File: src/rtl/axi_mux2_pkg.sv
// Shared types for the two-requester AXI multiplexer: channel payloads,
// request/response bundles, arbitration state and counter sizing.
package axi_mux2_pkg;

  localparam int unsigned IdW   = 4;
  localparam int unsigned AddrW = 16;
  localparam int unsigned DataW = 32;
  localparam int unsigned LenW  = 8;
  localparam int unsigned RespW = 2;

  typedef enum logic {
    IDLE = 1'b0,
    BUSY = 1'b1
  } arb_state_e;

  typedef struct packed {
    logic [IdW-1:0]   id;
    logic [AddrW-1:0] addr;
    logic [LenW-1:0]  len;
  } ax_chan_t;

  typedef struct packed {
    logic [DataW-1:0] data;
    logic             last;
  } w_chan_t;

  typedef struct packed {
    logic [IdW-1:0]   id;
    logic [RespW-1:0] resp;
  } b_chan_t;

  typedef struct packed {
    logic [IdW-1:0]   id;
    logic [DataW-1:0] data;
    logic [RespW-1:0] resp;
    logic             last;
  } r_chan_t;

  typedef struct packed {
    ax_chan_t aw;
    logic     aw_valid;
    w_chan_t  w;
    logic     w_valid;
    logic     b_ready;
    ax_chan_t ar;
    logic     ar_valid;
    logic     r_ready;
  } mux_req_t;

  typedef struct packed {
    logic    aw_ready;
    logic    ar_ready;
    logic    w_ready;
    b_chan_t b;
    logic    b_valid;
    r_chan_t r;
    logic    r_valid;
  } mux_resp_t;

  // Outstanding counter must hold 0..max_trans inclusive.
  function automatic int unsigned cnt_width(input int unsigned max_trans);
    return $clog2(max_trans + 1);
  endfunction

endpackage

File: src/rtl/axi_mux2_dir_arb.sv
// Per-direction arbiter: picks an owner, holds it while transactions are
// outstanding or an address beat is pending, and caps outstanding count.
module axi_mux2_dir_arb
  import axi_mux2_pkg::*;
#(
  parameter int unsigned MaxTrans = 32'd4
) (
  input  logic       clk_i,
  input  logic       rst_ni,
  input  logic [1:0] req_valid,
  input  logic       mst_ready,
  input  logic       done,
  output logic       sel_c,
  output logic       mst_valid_c,
  output logic [1:0] req_ready_c,
  output logic       owner,
  output logic       busy
);

  localparam int unsigned CntW = cnt_width(MaxTrans);

  arb_state_e      state, state_d;
  logic            owner_d;
  logic            prio, prio_d;
  logic            lock, lock_d;
  logic [CntW-1:0] cnt, cnt_d;
  logic            full;
  logic            hs;
  logic            dec;

  // State register
  always_ff @(posedge clk_i) begin
    if (!rst_ni) begin
      state <= IDLE;
      owner <= 1'b0;
      prio  <= 1'b0;
      lock  <= 1'b0;
      cnt   <= '0;
    end else begin
      state <= state_d;
      owner <= owner_d;
      prio  <= prio_d;
      lock  <= lock_d;
      cnt   <= cnt_d;
    end
  end

  // Selection, handshake and next-state logic
  always_comb begin
    state_d     = state;
    owner_d     = owner;
    prio_d      = prio;
    lock_d      = lock;
    cnt_d       = cnt;
    sel_c       = owner;
    mst_valid_c = 1'b0;
    req_ready_c = 2'b00;
    hs          = 1'b0;
    dec         = 1'b0;
    full        = (cnt == CntW'(MaxTrans));

    if (state == IDLE) begin
      if (req_valid[0] && req_valid[1]) begin
        sel_c = prio;
      end else begin
        sel_c = req_valid[1];
      end
      if (req_valid != 2'b00) begin
        owner_d = sel_c;
      end
    end

    mst_valid_c        = req_valid[sel_c] & ~full;
    hs                 = mst_valid_c & mst_ready;
    req_ready_c[sel_c] = hs;

    // A presented but unaccepted beat pins the owner until it is taken.
    lock_d = mst_valid_c & ~mst_ready;
    if (hs) begin
      prio_d = ~sel_c;
    end

    dec = done & (cnt != '0);
    if (hs && !dec) begin
      cnt_d = cnt + CntW'(1);
    end else if (dec && !hs) begin
      cnt_d = cnt - CntW'(1);
    end

    state_d = ((cnt_d != '0) || lock_d) ? BUSY : IDLE;
  end

  assign busy = (state == BUSY);

endmodule

File: src/rtl/axi_mux2.sv
// Two-to-one AXI multiplexer with independent write/read arbitration and
// zero-latency combinational forwarding between requesters and master.
module axi_mux2
  import axi_mux2_pkg::*;
#(
  parameter int unsigned MaxTrans   = 32'd4,
  parameter type         axi_req_t  = mux_req_t,
  parameter type         axi_resp_t = mux_resp_t
) (
  input  logic      clk_i,
  input  logic      rst_ni,
  input  axi_req_t  slv0_req_i,
  output axi_resp_t slv0_resp_o,
  input  axi_req_t  slv1_req_i,
  output axi_resp_t slv1_resp_o,
  output axi_req_t  mst_req_o,
  input  axi_resp_t mst_resp_i
);

  logic       wr_sel_c, wr_mst_valid_c, wr_owner, wr_busy;
  logic [1:0] wr_ready_c;
  logic       rd_sel_c, rd_mst_valid_c, rd_owner, rd_busy;
  logic [1:0] rd_ready_c;
  logic       b_ready_c, b_done_c;
  logic       r_ready_c, r_done_c;

  // Response-side ready comes from the current owner only.
  assign b_ready_c = wr_busy & (wr_owner ? slv1_req_i.b_ready : slv0_req_i.b_ready);
  assign b_done_c  = mst_resp_i.b_valid & b_ready_c;
  assign r_ready_c = rd_busy & (rd_owner ? slv1_req_i.r_ready : slv0_req_i.r_ready);
  assign r_done_c  = mst_resp_i.r_valid & r_ready_c & mst_resp_i.r.last;

  axi_mux2_dir_arb #(
    .MaxTrans (MaxTrans)
  ) u_wr_arb (
    .clk_i       (clk_i),
    .rst_ni      (rst_ni),
    .req_valid   ({slv1_req_i.aw_valid, slv0_req_i.aw_valid}),
    .mst_ready   (mst_resp_i.aw_ready),
    .done        (b_done_c),
    .sel_c       (wr_sel_c),
    .mst_valid_c (wr_mst_valid_c),
    .req_ready_c (wr_ready_c),
    .owner       (wr_owner),
    .busy        (wr_busy)
  );

  axi_mux2_dir_arb #(
    .MaxTrans (MaxTrans)
  ) u_rd_arb (
    .clk_i       (clk_i),
    .rst_ni      (rst_ni),
    .req_valid   ({slv1_req_i.ar_valid, slv0_req_i.ar_valid}),
    .mst_ready   (mst_resp_i.ar_ready),
    .done        (r_done_c),
    .sel_c       (rd_sel_c),
    .mst_valid_c (rd_mst_valid_c),
    .req_ready_c (rd_ready_c),
    .owner       (rd_owner),
    .busy        (rd_busy)
  );

  // Channel routing
  always_comb begin
    mst_req_o   = '0;
    slv0_resp_o = '0;
    slv1_resp_o = '0;

    mst_req_o.aw         = wr_sel_c ? slv1_req_i.aw : slv0_req_i.aw;
    mst_req_o.aw_valid   = wr_mst_valid_c;
    slv0_resp_o.aw_ready = wr_ready_c[0];
    slv1_resp_o.aw_ready = wr_ready_c[1];

    mst_req_o.w         = wr_owner ? slv1_req_i.w : slv0_req_i.w;
    mst_req_o.w_valid   = wr_busy & (wr_owner ? slv1_req_i.w_valid : slv0_req_i.w_valid);
    slv0_resp_o.w_ready = wr_busy & ~wr_owner & mst_resp_i.w_ready;
    slv1_resp_o.w_ready = wr_busy &  wr_owner & mst_resp_i.w_ready;

    slv0_resp_o.b       = mst_resp_i.b;
    slv1_resp_o.b       = mst_resp_i.b;
    slv0_resp_o.b_valid = wr_busy & ~wr_owner & mst_resp_i.b_valid;
    slv1_resp_o.b_valid = wr_busy &  wr_owner & mst_resp_i.b_valid;
    mst_req_o.b_ready   = b_ready_c;

    mst_req_o.ar         = rd_sel_c ? slv1_req_i.ar : slv0_req_i.ar;
    mst_req_o.ar_valid   = rd_mst_valid_c;
    slv0_resp_o.ar_ready = rd_ready_c[0];
    slv1_resp_o.ar_ready = rd_ready_c[1];

    slv0_resp_o.r       = mst_resp_i.r;
    slv1_resp_o.r       = mst_resp_i.r;
    slv0_resp_o.r_valid = rd_busy & ~rd_owner & mst_resp_i.r_valid;
    slv1_resp_o.r_valid = rd_busy &  rd_owner & mst_resp_i.r_valid;
    mst_req_o.r_ready   = r_ready_c;
  end

endmodule

File: config.mk
export PLATFORM = sky130hd
export DESIGN_NAME = axi_mux2
export DESIGN_NICKNAME = d
export VERILOG_FILES = /design/src/rtl/axi_mux2_pkg.sv /design/src/rtl/axi_mux2_dir_arb.sv /design/src/rtl/axi_mux2.sv
export SDC_FILE = /design/constraint.sdc
export NUM_CORES = 1
export LEC_CHECK = 0
export BUFFER_PORTS_ARGS = -buffer_cell sky130_fd_sc_hd__buf_4
export CORE_AREA = 2 2 167 169
export CTS_CLUSTER_DIAMETER = 100
export DETAILED_ROUTE_END_ITERATION = 16
export DIE_AREA = 0 0 169 171
export SYNTH_ARGS = -nofsm -noshare
export SYNTH_HDL_FRONTEND = slang
export SYNTH_SLANG_ARGS = --single-unit
File: constraint.sdc
create_clock -name clk_i -period 2.9 [get_ports clk_i]
set_clock_uncertainty 0.05 [all_clocks]
set_input_delay 0.145 -clock clk_i [delete_from_list [all_inputs] [get_ports clk_i]]
set_output_delay 0.145 -clock clk_i [all_outputs]
set_load 0.02 [all_outputs]
[Yosys cells after proc, flatten, opt, wreduce, memory -nomap -nowiden]
Index checks and enable logic that the tools add are counted.
Word-level totals
  bits of input ports: 240
  output and inout bits: 194
  flip-flop bits (word level): 12
Cells by class
  bitwise operators: 36
  add/sub/neg operators: 4
  multiplexer cells: 24
  equal/unequal tests: 2
  $lt $le $gt $ge: 4
  reductions and logical operators: 22
Operators by type and width (count)
  28-bit two-way mux: 2
  33-bit two-way mux: 1
  1-bit AND: 24
  1-bit two-way mux: 15
  3-bit two-way mux: 4
  3-bit nonzero test: 4
  1-bit NOT: 10
  1-bit logical AND: 8
  3-bit by 1-bit adder with 3-bit output, second input constant: 2
  3-bit == test, second input constant: 2
  3-bit by 1-bit subtractor with 3-bit output, second input constant: 2
  2-bit AND: 2
  1-bit zero test: 4
  1-bit by 2-bit < comparator with 1-bit output, second input constant: 2
  2-bit AND reduction: 2
  2-bit nonzero test: 2
  1-bit demux with 1-bit select: 2
  1-bit >= comparator, second input constant: 2
  1-bit logical OR: 2

[Logic depth before layout (Yosys ltp)]
Gate-level depths: netlist (run 1).
  depth in word-level cells: 14
  depth in mapped cells: 9
  depth with buffers taken out: 8

[By module]
From an unflattened synthesis (run 1), not the netlist that was laid out.
Second synthesis, totals
  cell total of the unflattened synthesis: 316
  area total of the unflattened synthesis: 2846.5 sq um
By module, submodules not included
  axi_mux2: times used 1, area an instance 1944.4 sq um, cells an instance 210
  axi_mux2_dir_arb at u_wr_arb: times used 1, area an instance 455.4 sq um, cells an instance 52
  axi_mux2_dir_arb at u_rd_arb: times used 1, area an instance 446.7 sq um, cells an instance 54

[Worst setup path after synthesis (run 1)]
No wires, ideal clock.
  kind: register to register
  start point: register u_rd_arb.cnt[0]
  end point: register u_rd_arb.state, in the netlist u_rd_arb.busy
  path slack: 901 ps
  stages on the path, launching flop included: 9
  data arrival time: 1829 ps
  path buffers: 0
  clock period less this slack: 1999 ps
  cells stage by stage: dfxtp_1 -> inv_1 -> ha_1 -> a2bb2oi_1 -> o211ai_2 -> nor2_2 -> nor3_1 -> a311o_1 -> a211o_1
Between the ends
  cells in the longest elaborated chain, start to end: 11
RTL lines
  from (decl): RTL line axi_mux2_dir_arb.sv:26  | logic [CntW-1:0] cnt, cnt_d;
  from (signal assigned): RTL line axi_mux2_dir_arb.sv:44  | cnt <= cnt_d;
  3-bit == test: RTL line axi_mux2_dir_arb.sv:60  | full = (cnt == CntW'(MaxTrans));
  1-bit NOT: RTL line axi_mux2_dir_arb.sv:73  | mst_valid_c = req_valid[sel_c] & ~full;
  1-bit AND: RTL line axi_mux2_dir_arb.sv:73
  1-bit AND: RTL line axi_mux2_dir_arb.sv:74  | hs = mst_valid_c & mst_ready;
  1-bit zero test: RTL line axi_mux2_dir_arb.sv:86  | end else if (dec && !hs) begin
  1-bit logical AND: RTL line axi_mux2_dir_arb.sv:86
  3-bit two-way mux: RTL line axi_mux2_dir_arb.sv:86
  3-bit two-way mux: RTL line axi_mux2_dir_arb.sv:84  | if (hs && !dec) begin
  3-bit nonzero test: RTL line axi_mux2_dir_arb.sv:90  | state_d = ((cnt_d != '0) || lock_d) ? BUSY : IDLE;
  1-bit logical OR (*): RTL line axi_mux2_dir_arb.sv:90
  1-bit two-way mux (*): RTL line axi_mux2_dir_arb.sv:90
  to (signal assigned): RTL line axi_mux2_dir_arb.sv:40  | state <= state_d;
  to (decl): RTL line axi_mux2_dir_arb.sv:22  | arb_state_e state, state_d;
Mark *: on every way between the ends. The rest lies on a longest branch, timed or not.
A chain may end at the register's enable or synchronous reset.

==> impl_metrics.py, run 1 <==
metrics = {
    "power": {
        "vdd_drop_max_mv": 0.2353,
        "pwr_density_cell_mw_per_mm2": 413.1,
        "leakagePower_uw": 0.002212,
    },
    "layout": {
        "multi_input_area_mm2": 0.001648,
        "final_nets": 754,
        "regArea_um2": 241.5,
        "syn_to_final_growth_pct": 75.64,
        "fillerInstances": 3086,
        "antenna_cells": 0,
        "drive_above_1_share_pct": 80.24,
    },
    "synth": {
        "ys_top_cells_by_area": "mux2_2 (38%), buf_4 (26%), dfxtp_1 (9.0%)",
        "synth_top_area_share_pct": 37.80,
        "synth_top_cell_by_area": "mux2_2",
        "yosys_warnings": 0,
        "syn_inst": 307,
        "syn_area_mm2": 0.002681,
        "synth_cell_type_count": 40,
        "synth_async_sr_flop_share_pct": 0,
        "synth_most_common_cell": "buf_4",
        "synth_edf_count": 0,
        "syn_avg_cell_area_um2": 8.734,
        "ys.flop_type": "dfxtp_1",
        "syn_nets": 553,
        "seq_area_frac_synth_pct": 8.959,
        "synth-seq-cells": 12,
        "yosys-top-cells-count": "buf_4 (94), mux2_2 (90), dfxtp_1 (12), clkbuf_1 (11), nand2_1 (10)",
    },
    "cts": {
        "cts_hold_buf": 0,
        "cts_tree": "built",
        "cts.clk_slew.worst_paths_ns": 0.04,
        "cts_sinks": 12,
        "h-tree-depth": 1,
        "cts_buffers": 3,
        "cts_buffer_depth": 2,
        "postCtsResizedCells": 0,
        "clkLatencyLatePin_ns": 0.24,
        "post_cts_buffers": 0,
        "cts_root_buf": "clkbuf_16",
    },
    "routing": {
        "drtPass1Iterations": 4,
        "wl_per_cell_um": 15.05,
        "dr_total_vias": 2910,
        "antenna_left": 0,
        "drtIter0Drc": 51,
        "viasPerCell": 3.415,
        "drc_errors": 0,
        "wl_mm": 12.82,
    },
    "floorplanning": {
        "die_w_um": 169,
        "core_area_mm2": 0.02732,
        "pin_count": 434,
        "rows": 61,
        "die_area_mm2": 0.02890,
        "initial_core_util_pct": 9.813,
        "die_h_um": 171,
    },
    "timing": {
        "tightest_slew_ns": 0.8177,
        "timing.final.ws_setup_ns": 0.4192,
        "maxSlewHeadroom_pct": 45.43,
        "rsz0062_at_grt": "false",
        "max_freq_mhz": 403.1,
        "setup_viol": 0,
        "hold_violations": 0,
        "fin_crit_sh_pct": 85.55,
        "period_needed_ns": 2.481,
        "setup_tns_ns": 0,
        "drv_slew": 0,
    },
    "worst_hold_path": {
        "hp-class": "in2reg",
        "min_path_cells": 2,
    },
    "global_routing": {
        "antenna_found_initial": 0,
        "overflow": 0,
        "grt.total_usage_pct": 7.917,
        "grt_pass1_wl_mm": 16.46,
        "grt_max_degree": 31,
        "grt_pass1_vias": 2867,
    },
    "status": {
        "status": "finished clean",
    },
    "place": {
        "post-place-ws_ns": 0.6180,
        "port_buffers": 301,
        "dpl.hpwl_mm": 11.59,
        "routabilityCongestion": 0.7867,
    },
    "critical_path": {
        "critPathArrivalTime_ns": 2.29,
        "cp_max_fo": 30,
        "worst-r2r-cell-count": 8,
        "end_kind": "output port",
        "critPathLaunchType": "register",
        "crit_type": "reg2out",
        "cp.required_ns": 2.71,
    },
    "job": {
        "drv_cap": 0,
    },
}
cell families after synthesis:
group / after synthesis / share of synthesized area, %
AND/OR/NAND/NOR: 47 / 9.800
AO/OA/AOI/OAI: 25 / 7.094
XOR/XNOR: 6 / 1.960
flip-flops: 12 / 8.959
adder cells (fa/ha/maj): 7 / 3.173
buffers and inverters: 116 / 29.72
multiplexers: 94 / 39.29
cell type report:
| class | instances | share of cell area (%) |
|---|---|---|
| timing repair buffer | 304 | 48.46 |
| clock buffer | 3 | 1.594 |
| inverter | 8 | 0.6376 |
| multi-input combinational | 179 | 34.99 |
| sequential | 12 | 5.128 |
| tap | 346 | 9.192 |
worst max-delay path, stage by stage (launching register included):
cell     delay (ns)
dfxtp_2        0.47
buf_4          0.40
nand2_1        0.12
nand2_1        0.10
buf_4          0.36
mux2_2         0.39
buf_4          0.16
placed cells by master (no fill, tap or decap), types with 2 or more instances in the layout:
cell type / Yosys / routed
buf_4: 94 / 304
mux2_2: 90 / 90
dfxtp_1: 12 / 11
nand2_1: 10 / 10
inv_1: 8 / 8
nor2b_1: 8 / 8
a21oi_1: 8 / 8
nor2_1: 6 / 6
ha_1: 6 / 6
o21ai_0: 6 / 5
mux2i_1: 4 / 4
xnor2_1: 4 / 4
and2_1: 4 / 4
nor3_1: 4 / 4
clkbuf_16: 0 / 3
nand2b_1: 2 / 2
and3b_1: 2 / 2
and3_1: 2 / 2
and3_2: 2 / 2
nand3_1: 2 / 2
xor2_1: 2 / 2
power breakdown:
part	total [µW]	leakage [µW]	internal, µW	switching [µW]
sequential	250	0.0000992	202	47.3
clock	254	0.0000370	180	73.9
combinational	1440	0.00208	748	694
total	1950	0.00221	1130	815
state kept, by name, summed over array words and instances, names as in the netlist:
signal / flops
u_rd_arb.prio: 1
u_wr_arb.busy: 1
u_rd_arb.busy: 1
u_rd_arb.cnt: 3
u_wr_arb.cnt: 3
u_rd_arb.owner: 1
u_wr_arb.prio: 1
u_wr_arb.owner: 1
metal layers:
metal | wire, µm | global-route usage (%)
met1 | 4427 | 7.933
met2 | 6535 | 14.81
met3 | 1735 | 3.701
met4 | 121 | 1.970
met5 | 0 | 0
final timing paths:
check	startpoint	endpoint	slack [ns]
worst max register to register	u_wr_arb.cnt[1]	u_wr_arb.busy	0.58
worst min register to register	u_wr_arb.prio	u_wr_arb.prio	0.45
worst min-delay path	rst_ni	u_wr_arb.busy	0.21
worst max-delay path	u_wr_arb.owner	mst_req_o[93]	0.42
stage by stage:
step | std cells | hold WS, ns | util, % | instance area (µm²) | total power, µW
floorplan | 307 | 0.2401 | - | 2681 | 1263
global placement | 849 | 0.2402 | 16.96 | 4634 | 1700
detailed placement | 849 | 0.2402 | 16.96 | 4634 | 1711
CTS | 852 | 0.2038 | 17.24 | 4710 | 1980
global route | 852 | 0.2221 | 17.24 | 4710 | 2088
finish | 852 | 0.2059 | 17.24 | 4710 | 1945
Note: power is estimated with default switching activity, not from simulation.
==> run 2: changes to the inputs <==
ABC_AREA = 1   (was not set)
==> impl_metrics.py, run 2 <==
metrics = {
    "synth": {
        "synth_cell_type_count": 25,
        "seq_area_frac_synth_pct": 8.719,
        "synth_top_area_share_pct": 40.60,
        "synth_async_sr_flop_share_pct": 0,
        "synth_edf_count": 0,
        "syn_inst": 523,
        "yosys-top-cells-count": "nand2_1 (298), buf_4 (94), inv_1 (29), nand3_1 (22), dfxtp_1 (12)",
        "synth_most_common_cell": "nand2_1",
        "syn_avg_cell_area_um2": 5.268,
        "syn_area_mm2": 0.002755,
        "ys_top_cells_by_area": "nand2_1 (41%), buf_4 (26%), dfxtp_1 (8.7%)",
        "synth_top_cell_by_area": "nand2_1",
        "yosys_warnings": 0,
        "synth-seq-cells": 12,
        "syn_nets": 769,
        "ys.flop_type": "dfxtp_1",
    },
    "layout": {
        "syn_to_final_growth_pct": 72.62,
        "fin_util_pct": 17.41,
        "final_common_cell": "buf_4",
        "regArea_um2": 240.2,
        "fillerInstances": 3189,
        "multi_input_area_mm2": 0.001598,
        "top_regs": "u_rd_arb.cnt (3), u_wr_arb.cnt (3)",
        "final_nets": 966,
        "final_cell_mix": "buf_4 (305), nand2_1 (298), inv_1 (29)",
        "antenna_cells": 0,
        "drive_above_1_share_pct": 45.40,
    },
    "cts": {
        "cts.clk_slew.worst_paths_ns": 0.05,
        "h-tree-depth": 1,
        "cts_root_buf": "clkbuf_16",
        "clkLatencyLatePin_ns": 0.24,
        "cts_tree": "built",
        "post_cts_buffers": 0,
        "cts_buffer_depth": 2,
        "cts_sinks": 12,
        "cts_buffers": 3,
        "cts_hold_buf": 0,
        "postCtsResizedCells": 0,
    },
    "power": {
        "pwr_density_cell_mw_per_mm2": 543.0,
        "vdd_drop_max_mv": 0.2536,
        "leakagePower_uw": 0.002829,
        "finalPower_uw": 2583,
    },
    "critical_path": {
        "critPathLaunchType": "register",
        "crit_type": "reg2out",
        "cp.required_ns": 2.71,
        "cp_max_fo": 31,
        "end_kind": "output port",
        "critPathArrivalTime_ns": 1.97,
    },
    "timing": {
        "period_needed_ns": 2.165,
        "fin_crit_sh_pct": 74.66,
        "max_freq_mhz": 461.9,
        "hold_violations": 0,
        "drv_slew": 0,
        "rsz0062_at_grt": "false",
        "setup_tns_ns": 0,
        "setup_viol": 0,
        "tightest_slew_ns": 0.9068,
        "maxSlewHeadroom_pct": 39.48,
    },
    "routing": {
        "drc_errors": 0,
        "wl_per_cell_um": 13.08,
        "drtIter0Drc": 84,
        "dr_total_vias": 3719,
        "dr_wl_met2_mm": 7.098,
        "dr.max_layer_used": "met4",
        "viasPerCell": 3.495,
        "drtPass1Iterations": 6,
        "antenna_left": 0,
        "wl_mm": 13.92,
        "wl_met1_mm": 5.035,
        "wl_met3_mm": 1.606,
    },
    "global_routing": {
        "grt_pass1_vias": 3344,
        "overflow": 0,
        "grt_max_degree": 37,
        "grt.total_usage_pct": 8.628,
        "antenna_found_initial": 3,
        "grt_pass1_wl_mm": 18.62,
    },
    "place": {
        "routabilityCongestion": 0.7678,
        "port_buffers": 301,
        "dpl.hpwl_mm": 12.53,
    },
    "floorplanning": {
        "die_w_um": 169,
        "rows": 61,
        "die_h_um": 171,
        "initial_core_util_pct": 10.08,
        "pin_count": 434,
        "die_area_mm2": 0.02890,
        "core_area_mm2": 0.02732,
    },
    "status": {
        "status": "finished clean",
    },
    "job": {
        "drv_cap": 0,
    },
    "worst_hold_path": {
        "hp-class": "in2reg",
    },
}
==> run 2: changes by cell type after synthesis, sizes merged, moves of 6 or more <==
cell   delta
inv      +24
nor2b     -8
nand3    +23
nand2   +295
mux2     -90
o21ai     -6
buf       +9
==> run 2: layer usage <==
metal  vias up  GRT usage [%]
li1       1867              -
met1      1562          8.768
met2       265          16.73
met3        25          3.424
met4         0          1.561
met5         -              0
==> run 2: critical path: stages (launching register included) <==
cell and delay, ns:
dfxtp_1 0.42, inv_1 0.09, nand3_1 0.10, nand2_1 0.07, inv_1 0.66, nand2_1 0.10, nand2_1 0.12, buf_4 0.15
==> run 2: final timing paths <==
| path | start | to | slack, ns | cells after the start |
|---|---|---|---|---|
| worst max-delay path | u_wr_arb.busy | mst_req_o[79] | 0.73 | 7 |
| worst min-delay path | slv0_req_i[65] | u_wr_arb.owner | 0.13 | 4 |
| worst max register to register | u_wr_arb.busy | u_wr_arb.prio | 1.04 | 6 |
| worst min register to register | u_rd_arb.prio | u_rd_arb.prio | 0.42 | 2 |
==> run 2: kinds of logic (layout without fill, tap and decap cells) <==
kind of cell / Yosys count / in the layout / share of synthesized area [%]
AND/OR/NAND/NOR: 347 / 347 / 51.54
buffers and inverters: 145 / 340 / 33.29
AO/OA/AOI/OAI: 12 / 12 / 3.133
flip-flops: 12 / 12 / 8.719
adder cells (fa/ha/maj): 6 / 6 / 2.725
XOR/XNOR: 1 / 1 / 0.5905
==> run 2: power breakdown <==
group          switching [µW]  internal, µW
clock                    85.1           181
combinational            1210           847
sequential               48.4           212
total                    1340          1240
==> run 2: metrics by stage <==
| stage | setup WS [ns] | cells | hold WS [ns] | area [µm²] |
|---|---|---|---|---|
| after floorplan | 1.335 | 523 | 0.2113 | 2755 |
| after global placement | 0.9486 | 1061 | 0.2402 | 4681 |
| after detailed placement | 0.9665 | 1061 | 0.2402 | 4681 |
| after CTS | 0.6932 | 1064 | 0.1208 | 4756 |
| after global routing | 0.5147 | 1064 | 0.1585 | 4756 |
| final | 0.7349 | 1064 | 0.1267 | 4756 |
==> run 2: cell type report <==
type                       instances  area share [%]
multi-input combinational        366           33.60
timing repair buffer             305           48.15
inverter                          32           2.526
sequential                        12           5.051
clock buffer                       3           1.579
tap                              346           9.103
